## src/rtl/shaper_peak_reconstructor.sv

```systemverilog
// Peak detector and energy reconstructor for the shaped-pulse stream.
// Detected events {energy, bc} queue in a first-word-fall-through FIFO drained by valid/ready.
module shaper_peak_reconstructor #(
  parameter int BITS_IN      = 30,
  parameter int ENG_OUT_BITS = 13,
  parameter int SHIFT_OUT    = 16,
  parameter int THRESH       = 327680,
  parameter int BUNCH_POS    = 3564,
  parameter int BC_BITS      = 12,
  parameter int FIFO_DEPTH   = 16
) (
  input  logic                                 clk,
  input  logic                                 rst,
  input  logic signed [BITS_IN-1:0]            in,
  output logic                                 out_valid,
  input  logic                                 out_ready,
  output logic [ENG_OUT_BITS-1:0]              energy_out,
  output logic [BC_BITS-1:0]                   bc_out,
  output logic [$clog2(FIFO_DEPTH+1)-1:0]      fifo_count,
  output logic [15:0]                          drop_count
);

  localparam int PTR_W = $clog2(FIFO_DEPTH);
  localparam int CNT_W = $clog2(FIFO_DEPTH+1);
  localparam int EV_W  = ENG_OUT_BITS + BC_BITS;

  localparam logic signed [BITS_IN-1:0] THR     = BITS_IN'(THRESH);
  localparam logic signed [BITS_IN-1:0] ENG_MAX = BITS_IN'((1 << ENG_OUT_BITS) - 1);

  // x0 = newest sample x_k, x1 = candidate centre x_{k-1}, x2 = x_{k-2}
  logic signed [BITS_IN-1:0] x0, x1, x2;
  logic [BC_BITS-1:0]        t0, t1;
  logic [BC_BITS-1:0]        bc_next;
  logic [1:0]                fill;

  always_ff @(posedge clk or negedge rst) begin
    if (!rst) begin
      x0      <= '0;
      x1      <= '0;
      x2      <= '0;
      t0      <= '0;
      t1      <= '0;
      bc_next <= '0;
      fill    <= '0;
    end else begin
      x2 <= x1;
      x1 <= x0;
      x0 <= in;
      t1 <= t0;
      t0 <= bc_next;
      if (bc_next == BC_BITS'(BUNCH_POS - 1))
        bc_next <= '0;
      else
        bc_next <= bc_next + BC_BITS'(1);
      if (fill != 2'd3)
        fill <= fill + 2'd1;
    end
  end

  logic                      peak;
  logic signed [BITS_IN-1:0] shifted;
  logic [ENG_OUT_BITS-1:0]   eng;

  // Strict rise on the left, non-strict on the right: only the first sample of a flat top qualifies.
  always_comb begin
    peak    = (fill == 2'd3) && (x1 > THR) && (x1 > x2) && (x1 >= x0);
    shifted = x1 >>> SHIFT_OUT;
    eng     = '0;
    if (shifted[BITS_IN-1])
      eng = '0;
    else if (shifted > ENG_MAX)
      eng = '1;
    else
      eng = shifted[ENG_OUT_BITS-1:0];
  end

  logic [EV_W-1:0]  mem [FIFO_DEPTH];
  logic [PTR_W-1:0] wr_ptr, rd_ptr;
  logic             full, pop, wr_en, drop;
  logic [EV_W-1:0]  head;

  always_comb begin
    out_valid = (fifo_count != '0);
    full      = (fifo_count == CNT_W'(FIFO_DEPTH));
    pop       = out_valid & out_ready;
    // When full, a same-cycle pop frees the slot being written (wr_ptr == rd_ptr).
    wr_en     = peak & (~full | pop);
    drop      = peak & full & ~pop;
    head      = mem[rd_ptr];
    energy_out = '0;
    bc_out     = '0;
    if (out_valid) begin
      energy_out = head[EV_W-1:BC_BITS];
      bc_out     = head[BC_BITS-1:0];
    end
  end

  always_ff @(posedge clk) begin
    if (wr_en)
      mem[wr_ptr] <= {eng, t1};
  end

  always_ff @(posedge clk or negedge rst) begin
    if (!rst) begin
      wr_ptr     <= '0;
      rd_ptr     <= '0;
      fifo_count <= '0;
      drop_count <= '0;
    end else begin
      if (wr_en)
        wr_ptr <= wr_ptr + PTR_W'(1);
      if (pop)
        rd_ptr <= rd_ptr + PTR_W'(1);
      case ({wr_en, pop})
        2'b10:   fifo_count <= fifo_count + CNT_W'(1);
        2'b01:   fifo_count <= fifo_count - CNT_W'(1);
        default: fifo_count <= fifo_count;
      endcase
      if (drop && drop_count != '1)
        drop_count <= drop_count + 16'd1;
    end
  end

endmodule

```

## config.mk

```make
export PLATFORM = sky130hd
export DESIGN_NAME = shaper_peak_reconstructor
export DESIGN_NICKNAME = d
export VERILOG_FILES = /design/src/rtl/shaper_peak_reconstructor.sv
export SDC_FILE = /design/constraint.sdc
export NUM_CORES = 1
export LEC_CHECK = 0
export BUFFER_PORTS_ARGS = -buffer_cell sky130_fd_sc_hd__buf_2
export CAP_MARGIN = 5
export CORE_MARGIN = 3
export CORE_UTILIZATION = 55
export DETAILED_ROUTE_END_ITERATION = 8
export MAX_ROUTING_LAYER = met4
export PLACE_DENSITY = 0.77
export SLEW_MARGIN = 30
export SYNTH_ARGS = -nofsm -noshare
export SYNTH_HDL_FRONTEND = slang
export SYNTH_SLANG_ARGS = --single-unit
```

## constraint.sdc

```tcl
create_clock -name clk -period 6.6 [get_ports clk]
set_clock_uncertainty 0.2 [all_clocks]
set_input_delay 0.66 -clock clk [delete_from_list [all_inputs] [get_ports clk]]
set_output_delay 0.66 -clock clk [all_outputs]
set_load 0.01 [all_outputs]
```

==> results.yml, run 1 <==
worst_setup_path:
  critPathLaunchType: "flip-flop"
  critical_path.top_delay_family: "simple AND/OR/NAND/NOR gates"
  rr_worst_depth: 10
  cp_cell_sequence: "ha_1 > nand4_1 > a21oi_1 > a2111o_1 > or3_1 > a21oi_2 > nand2_1 > nor4b_1 > and2_1 > buf_4"
  critical_path_arrival_ns: 4.99
  critPathKind: "flip-flop to flip-flop"
  critPathBufInv: 1
  cp_num_cells: 10
  crit_fanout: 18
  slowest_stage: "dfrtp_1"
  cpPeakStageDelay_ns: 0.81
  worst_ep_required_time_ns: 6.68
  cp-end-kind: "flip-flop"
synth:
  yosys_warnings: 0
  ys.flop_type: "edfxtp_1"
  synth_top_area_share: 0.5475
  synth_seq_cells: 557
  ys_types: 52
  synth-async-reset-ratio: 0.2819
  yosys-top-cells-area: "edfxtp_1, dfrtp_1, mux4_2"
  synthCells: 1154
  synth_area_mm2: 0.02194
  synth-edff-count: 400
  synth_area_leader_cell: "edfxtp_1"
  avgSynthCellArea_um2: 19.01
  synth.net_count: 1259
  synth-seq-area-share: 0.7266
min_path:
  hold_class: "flip-flop to flip-flop"
  hold_depth: 0
global_route:
  grtUsageTotal: 0.2267
  grt_antenna_before_repair: 0
  grt_max_degree: 71
  grt_pass1_vias: 11430
  grt_remaining_overflow: 0
  grt_pass1_wl_um: 69080
final_layout:
  antenna_cells: 0
  nets: 1415
  drive_gt1_frac: 0.2565
  stdcell_count: 1871
  syn2layout_area_growth_pct: 15.25
sta:
  drv_slew: 0
  relSlewSlack: 0.3501
  setup_viol: 0
  hold_viol_final: 0
  finalCritPeriodShare: 0.7439
  finalCriticalPeriod_ns: 4.910
  setup_tns_ns: 0
  fmax_ghz: 0.2037
  max_slew.worst_pin.slew_ns: 0.9749
  rsz0062_at_grt: "false"
cts:
  clk_latency_ns: 0.59
  clockBufferDepth: 3
  cts_tree: "built"
  cts.sinks: 557
  clkTransAtPathRegs_ns: 0.06
  cts-htree-levels: 2
  cts_buffers: 53
  root_buffer: "clkbuf_16"
routing:
  dr.first_iter.drc_count: 798
  via_per_inst: 5.869
  drc: 0
  vias: 10980
  drtPass1Iterations: 7
  drt-total-wl_um: 44690
  wl_per_cell_um: 23.88
  antenna_left: 0
pwr:
  power.density_mw_per_mm2: 361.4
  p_total_mw: 9.137
  p_int_mw: 6.746
  power.leakage_nw: 9.662
  seq_power_share: 0.452
  p_clk_frac: 0.347
  peakVddDrop_uv: 235.4
  p_comb_frac: 0.202
  switching_share: 0.2617
  switchingPower_mw: 2.391
placement:
  dp.cells: 1742
  portBuffers: 79
  hpwl_um: 26430
  gp_congestion: 0.8080
floorplan:
  ios: 80
  core_area_mm2: 0.03901
  start_util: 0.5624
  dieArea_mm2: 0.04232
  dieWidth_um: 205.7
  rows: 72
  die_y_um: 205.7
job:
  maxCapViolCount: 0
run_status:
  outcome: "finished clean"
[layer usage]
layer,up-vias,part of all wire,global-route usage
li1,4806,-,-
met1,5722,0.42,0.3166
met2,373,0.49,0.3499
met3,79,0.062,0.03876
met4,0,0.025,0.06932
met5,-,0,-
[layout make-up]
cell class	count	area, um^2
multi-input cells	485	5602
clock inverters	23	322.8
repair buffers	141	957.2
well taps	518	648.1
inverters	72	270.3
flip-flops and latches	557	15950
fillers	2554	13730
clock buffers	75	1530
[state kept, by name, summed over array words and instances, names as in the netlist]
register	flops
wr_ptr	4
bc_next	12
drop_count	16
t1	12
x1	30
x2	30
x0	30
t0	12
fill	2
mem	400
fifo_count	5
rd_ptr	4
[synth_stat cells, types with 3 or more instances]
master    number
edfxtp_1     400
dfrtp_1      157
mux4_2       125
inv_1         72
ha_1          71
and2_1        40
a21oi_1       27
nand3_1       26
xnor2_1       26
nand2_1       25
clkbuf_1      24
nand4_1       17
nor2b_1       15
nor2_1        14
buf_1         13
and3_1        11
o21ai_0        9
nor4_1         8
xor2_1         7
a21o_1         6
and4_1         6
nor3_1         5
mux2_2         4
nor3b_1        4
mux2i_1        3
nand2b_1       3
or3_1          3
[cells in the final DEF (no fill, tap or decap), types with 11 or more instances in the layout]
cell / synthesis / routed
edfxtp_1: 400 / 400
dfrtp_1: 157 / 154
mux4_2: 125 / 125
buf_2: 1 / 78
inv_1: 72 / 72
ha_1: 71 / 71
clkbuf_16: 0 / 54
and2_1: 40 / 39
dlygate4sd3_1: 0 / 31
buf_4: 1 / 30
a21oi_1: 27 / 27
nand3_1: 26 / 26
xnor2_1: 26 / 26
nand2_1: 25 / 25
nand4_1: 17 / 17
nor2_1: 14 / 14
and3_1: 11 / 11
clkbuf_1: 24 / 11
[per-stage QoR]
step / util / setup slack, ns / hold slack (ns) / cell area (um^2)
floorplan: - / 1.514 / 0.1312 / 21940
global placement: 0.5921 / 1.947 / 0.1330 / 23090
detailed placement: 0.5923 / 1.759 / 0.1347 / 23110
CTS: 0.6478 / 1.726 / 0.1491 / 25270
global route: 0.6481 / 1.429 / 0.1555 / 25280
finish: 0.6481 / 1.690 / 0.1493 / 25280
[worst register-to-register path, stage by stage (launching register included)]
cell and delay (ns):
dfrtp_1 0.81, ha_1 0.38, nand4_1 0.15, a21oi_1 0.06, a2111o_1 0.40, or3_1 0.33, a21oi_2 0.20, nand2_1 0.16
nor4b_1 0.68, and2_1 0.79, buf_4 0.40
[timing repair]
item | CTS | global route
resized for setup | 0 | 0
hold endpoints to repair | 98 | 0
buffers inserted | 0 | 0
hold buffers | 31 | 0
endpoints found under the setup margin | 0 | 0
[power by group through the flow]
stage          clock network [mW]  registers [mW]  logic (mW)
5_1_grt                      3.36            4.16        1.99
2_1_floorplan                   0            3.99        1.43
6_report                     3.17            4.13        1.84
3_5_place_dp                    0            4.20        1.84
4_1_cts                      3.23            4.14        1.88
3_3_place_gp                    0            4.19        1.83
[cells by family (layout without fill, tap and decap cells)]
kind of cell / after synthesis / count (layout) / share of synthesized area
flops: 557 / 557 / 0.7266
simple gates: 186 / 186 / 0.04865
mux: 136 / 136 / 0.1343
buf+inv: 112 / 311 / 0.01991
fa+ha+maj: 72 / 72 / 0.04141
compound gates: 58 / 58 / 0.01597
xor+xnor: 33 / 33 / 0.01318
[path summary, 6_finish.rpt]
check,to,startpoint,slack [ns]
max in group asynchronous,x1[26]$_DFF_PN0_,rst,4.53
min in group asynchronous,t1[9]$_DFF_PN0_,rst,0.43
hold / removal,t1[1]$_DFF_PN0_,t0[1]$_DFF_PN0_,0.15
setup reg to reg,mem[1][11]$_DFFE_PP_,x1[29]$_DFF_PN0_,1.69
setup / recovery,mem[1][11]$_DFFE_PP_,x1[29]$_DFF_PN0_,1.69
hold reg to reg,t1[1]$_DFF_PN0_,t0[1]$_DFF_PN0_,0.15
(Power assumes the default switching activity.)
==> run 2, diff against run 1 <==
--- a/config.mk
+++ b/config.mk
@@ -5,6 +5,7 @@
 export SDC_FILE = /design/constraint.sdc
 export NUM_CORES = 1
 export LEC_CHECK = 0
+export ABC_AREA = 1
 export BUFFER_PORTS_ARGS = -buffer_cell sky130_fd_sc_hd__buf_2
 export CAP_MARGIN = 5
 export CORE_MARGIN = 3
==> constraint.sdc (replaced) <==
create_clock -name clk -period 4.8 [get_ports clk]
set_clock_uncertainty 0.2 [all_clocks]
set_input_delay 0.48 -clock clk [delete_from_list [all_inputs] [get_ports clk]]
set_output_delay 0.48 -clock clk [all_outputs]
set_load 0.01 [all_outputs]
==> results.yml, run 2 <==
worst_setup_path:
  cp-end-kind: "flip-flop"
  critPathKind: "flip-flop to flip-flop"
  worst_ep_required_time_ns: 4.87
  cp_cell_sequence: "ha_1 > nand2_2 > nor2_4 > nand2_2 > nor2_1 > nand2_1 > nand2_1 > nor2_1 > nand3_1 > nand3_1 > nand2_2 > nor2_4 > nand2_2 > nor2_2 > buf_4"
  critical_path.top_delay_family: "simple AND/OR/NAND/NOR gates"
  crit_fanout: 19
  cpMostUsedCell: "nand2_2"
  cpPeakStageDelay_ns: 0.81
  slowest_stage: "dfrtp_1"
  reg2reg_from: "x1[29]$_DFF_PN0_"
  crit_start: "x1[29]$_DFF_PN0_"
  critPathLaunchType: "flip-flop"
  critPathBufInv: 1
  critical_path_arrival_ns: 3.91
sta:
  fmax_ghz: 0.2603
  drv_slew: 0
  hold_viol_final: 0
  setup_tns_ns: 0
  finalCritPeriodShare: 0.8004
  setup_viol: 0
  whs_ns: 0.1484
  rsz0062_at_grt: "false"
  relSlewSlack: 0.4081
  finalCriticalPeriod_ns: 3.842
  max_slew.worst_pin.slew_ns: 0.8879
job:
  maxCapViolCount: 0
pwr:
  power.density_mw_per_mm2: 524.5
  power.leakage_nw: 9.950
  peakVddDrop_uv: 405.1
final_layout:
  fill_cells: 2863
  largest_reg_flops: 400
  multiInputGateArea_mm2: 0.005889
  mostFrequentLayoutCells: "edfxtp_1, nor2_1, o21ai_0, nand2_1, dfrtp_1"
  final_common_cell: "edfxtp_1"
  nets: 2089
  final_area_mm2: 0.02591
  final-seq-area_mm2: 0.01595
  syn2layout_area_growth_pct: 14.13
  post-route-util: 0.6433
  regMostFlops: "mem"
  drive_gt1_frac: 0.1241
global_route:
  grt_max_degree: 203
  grt_antenna_before_repair: 2
  grtUsageTotal: 0.2393
  grt_pass1_vias: 14730
  grt_pass1_wl_um: 79880
  grt_remaining_overflow: 0
floorplan:
  core_area_mm2: 0.04028
  die_y_um: 209.2
  ios: 80
  start_util: 0.5637
  dieWidth_um: 209.2
  rows: 73
  dieArea_mm2: 0.04375
synth:
  synth.net_count: 1973
  synth-seq-area-share: 0.7021
  synthCells: 1868
  ys.flop_type: "edfxtp_1"
  synth_common_cells: "edfxtp_1, nor2_1, o21ai_0"
  synth_top_area_share: 0.5290
  synth-edff-count: 400
  ys_types: 43
  yosys-top-cells-area: "edfxtp_1, dfrtp_1, nor2_1"
  avgSynthCellArea_um2: 12.15
  synth.most_common_cell: "edfxtp_1"
  synth_area_mm2: 0.02270
  synth_area_leader_cell: "edfxtp_1"
  synth-async-reset-ratio: 0.2819
  synth_seq_cells: 557
  yosys_warnings: 0
cts:
  cts_buffers: 55
  root_buffer: "clkbuf_16"
  cts-htree-levels: 2
  clkTransAtPathRegs_ns: 0.07
  cts.sinks: 557
  cts_tree: "built"
  clk_latency_ns: 0.60
  clockBufferDepth: 3
  cts_resized: 0
placement:
  place_area_mm2: 0.02378
  portBuffers: 79
  hpwl_um: 30600
  gp_congestion: 0.8806
min_path:
  hold_class: "flip-flop to flip-flop"
  min_from: "t0[1]$_DFF_PN0_"
routing:
  antenna_left: 0
  dr.first_iter.drc_count: 1769
  vias: 14800
  via_per_inst: 5.788
  wl_per_cell_um: 19.84
  drc: 0
  drt-total-wl_um: 50710
  drtPass1Iterations: 6
run_status:
  outcome: "finished clean"
[run 2: cell count changes after synthesis, sizes merged, moves of 15 or more]
cell	change
nand2	+139
and2	-39
mux4	-125
xnor2	-22
o221ai	+70
clkbuf	+51
nor2	+299
nor2b	-15
a21oi	+22
o21ai	+220
nand3	+42
inv	+81
o22ai	+30
[run 2: area by class of cell]
class                   count  share of cell area
flip-flops and latches    557              0.6154
multi-input cells        1068              0.2273
clock buffers              72             0.05843
repair buffers            147             0.03926
well taps                 525             0.02535
inverters                 155             0.02279
clock inverters            31             0.01140
diodes                      1          0.00009657
[run 2: cell families (layout without fill, tap and decap cells)]
| logic type | after synthesis | after routing | synth area share |
|---|---|---|---|
| other | 0 | 1 | 0 |
| flip-flops | 557 | 557 | 0.7021 |
| XOR/XNOR | 23 | 23 | 0.008872 |
| AO/OA/AOI/OAI | 388 | 388 | 0.09964 |
| multiplexers | 1 | 1 | 0.0004959 |
| AND/OR/NAND/NOR | 584 | 584 | 0.1074 |
| adder cells (fa/ha/maj) | 72 | 72 | 0.04001 |
| buffers and inverters | 243 | 405 | 0.04150 |
[run 2: metal layers]
| metal | up-vias | global-route usage | part of all wire |
|---|---|---|---|
| met5 | - | - | 0 |
| li1 | 6859 | - | - |
| met1 | 7200 | 0.3194 | 0.40 |
| met4 | 0 | 0.06282 | 0.022 |
| met3 | 101 | 0.05315 | 0.091 |
| met2 | 635 | 0.3781 | 0.48 |
[run 2: path summary, 6_finish.rpt]
check	end	slack, ns	cells after the start
setup / recovery	mem[15][3]$_DFFE_PP_	0.96	15
hold / removal	t1[1]$_DFF_PN0_	0.15	0
setup reg to reg	mem[15][3]$_DFFE_PP_	0.96	15
hold reg to reg	t1[1]$_DFF_PN0_	0.15	0
max in group asynchronous	x1[10]$_DFF_PN0_	3.07	3
min in group asynchronous	drop_count[1]$_DFFE_PN0P_	0.29	2
[run 2: timing repair]
item	4_1_cts	5_1_grt
buffers inserted	0	0
hold buffers	32	0
hold endpoints to repair	107	0
[run 2: stage by stage]
stage	cells	setup WS, ns	power (mW)
5_1_grt	2556	0.5762	14.25
4_1_cts	2555	0.9973	13.62
2_1_floorplan	1868	1.198	7.978
3_5_place_dp	2420	1.001	9.332
6_report	2556	0.9579	13.59
3_3_place_gp	2419	1.330	9.199
[run 2: power by group]
part           internal [mW]  leakage [nW]  switching [mW]
Sequential              5.35          5.43           0.149
Clock                   2.49         0.883            1.78
Combinational           1.18          3.64            2.65
==> run 3, diff against run 2 <==
==> constraint.sdc (replaced) <==
create_clock -name clk -period 3.85 [get_ports clk]
set_clock_uncertainty 0.2 [all_clocks]
set_input_delay 0.385 -clock clk [delete_from_list [all_inputs] [get_ports clk]]
set_output_delay 0.385 -clock clk [all_outputs]
set_load 0.01 [all_outputs]
==> results.yml, run 3 (synthesis results as in run 2) <==
run_status:
  outcome: "finished clean"
routing:
  dr.first_iter.drc_count: 1857
  wl_per_cell_um: 20.61
  drtPass1Iterations: 6
  antenna_left: 0
  vias: 15020
  drc: 0
  via_per_inst: 5.880
  drt-total-wl_um: 52630
pwr:
  power.density_mw_per_mm2: 651.6
  p_total_mw: 17.02
  power.leakage_nw: 9.996
  peakVddDrop_uv: 475.7
sta:
  rsz0062_at_grt: "false"
  setup_viol: 0
  relSlewSlack: 0.3775
  whs_ns: 0.1492
  drv_slew: 0
  finalCriticalPeriod_ns: 3.619
  finalCritPeriodShare: 0.9400
  setup_tns_ns: 0
  max_slew.worst_pin.slew_ns: 0.9302
  hold_viol_final: 0
  fmax_ghz: 0.2763
  setup_ws_ns: 0.2310
final_layout:
  nets: 2089
  drive_gt1_frac: 0.1207
  syn2layout_area_growth_pct: 15.02
  mostFrequentLayoutCells: "edfxtp_1, nor2_1, o21ai_0, nand2_1, dfrtp_1"
  fill_cells: 2819
  largest_reg_flops: 400
  regMostFlops: "mem"
  final_common_cell: "edfxtp_1"
  stdcell_count: 2554
  antenna_cells: 0
worst_setup_path:
  reg2reg_to: "fifo_count[4]$_DFFE_PN0P_"
  cp-end-kind: "output port"
  reg2reg_from: "x1[9]$_DFF_PN0_"
  r2r_slack_ns: 0.54
  crit_fanout: 112
  critPathKind: "flip-flop to output port"
  critPathLaunchType: "flip-flop"
  rr_worst_depth: 24
  worst_ep_required_time_ns: 3.26
  critical_path_arrival_ns: 3.03
placement:
  gp_congestion: 0.8567
  pre_cts_ws_ns: 0.5794
  portBuffers: 79
  dp.cells: 2421
  hpwl_um: 28500
cts:
  clockBufferDepth: 3
  post_cts_buffers: 0
  clk_latency_ns: 0.60
  cts_tree: "built"
  clkTransAtPathRegs_ns: 0.06
  root_buffer: "clkbuf_16"
  cts.sinks: 557
  cts_buffers: 54
  cts-htree-levels: 2
global_route:
  grt_remaining_overflow: 0
  grt_antenna_before_repair: 0
  grt_pass1_wl_um: 82230
  grt_pass1_vias: 15060
  grt_max_degree: 113
  grtUsageTotal: 0.2466
floorplan:
  die_y_um: 209.2
  core_area_mm2: 0.04028
  dieArea_mm2: 0.04375
  start_util: 0.5637
  dieWidth_um: 209.2
  ios: 80
  rows: 73
job:
  maxCapViolCount: 0
min_path:
  worst_hold_path.endpoint: "t1[0]$_DFF_PN0_"
  hold_depth: 0
  hold_class: "flip-flop to flip-flop"
  min_from: "t0[0]$_DFF_PN0_"
## run 3: worst max path at each step
stage                                from                   endpoint  slack, ns
floorplan                x1[29]$_DFF_PN0_        mem[0][0]$_DFFE_PP_       0.25
global placement         x1[17]$_DFF_PN0_  fifo_count[4]$_DFFE_PN0P_       0.68
detailed placement       x1[21]$_DFF_PN0_  fifo_count[4]$_DFFE_PN0P_       0.58
CTS                 rd_ptr[0]$_DFFE_PN0P_                  bc_out[5]       0.17
global route        rd_ptr[0]$_DFFE_PN0P_                  bc_out[9]       0.06
finish              rd_ptr[0]$_DFFE_PN0P_              energy_out[6]       0.23
## run 3: timing repair
item | in CTS | in global routing
hold buffers | 32 | 0
hold endpoints to repair | 97 | 0
resized for setup | 0 | 1
endpoints found under the setup margin | 0 | 1
## run 3: report_power, final
group | internal (mW) | switching (mW)
combinational | 1.51 | 3.16
clock | 3.19 | 2.21
sequential | 6.66 | 0.279
total | 11.4 | 5.65
## run 3: stage by stage
step | instance area, um^2 | util
after floorplan | 22700 | -
after global placement | 23950 | 0.5945
after CTS | 26100 | 0.6478
after detailed placement | 23950 | 0.5947
final | 26120 | 0.6483
after global routing | 26120 | 0.6483
## run 3: critical path, stage by stage, from the launching register on
cell and delay [ns]:
dfrtp_4 0.74, buf_12 0.44, o21ai_0 0.17, o221ai_1 0.26, nand3_1 0.12, a21oi_1 0.43, buf_2 0.22
## run 3: layer usage
metal  vias to the layer above  track usage  wire, um  part of all wire
met4                         0      0.08776      1507             0.029
met1                      7294       0.3278     20660              0.39
met3                       123      0.03858      4931             0.094
met2                       767       0.3918     25530              0.49
li1                       6834            -         -                 -
met5                         -            -         0                 0
## run 3: layout make-up
| class | instances | area (um^2) | area share |
|---|---|---|---|
| clock inverters | 24 | 364.1 | 0.01394 |
| inverters | 155 | 591.8 | 0.02266 |
| multi-input cells | 1068 | 5882 | 0.2252 |
| well taps | 525 | 656.9 | 0.02515 |
| repair buffers | 148 | 1216 | 0.04657 |
| clock buffers | 77 | 1458 | 0.05582 |
| flip-flops and latches | 557 | 15950 | 0.6106 |
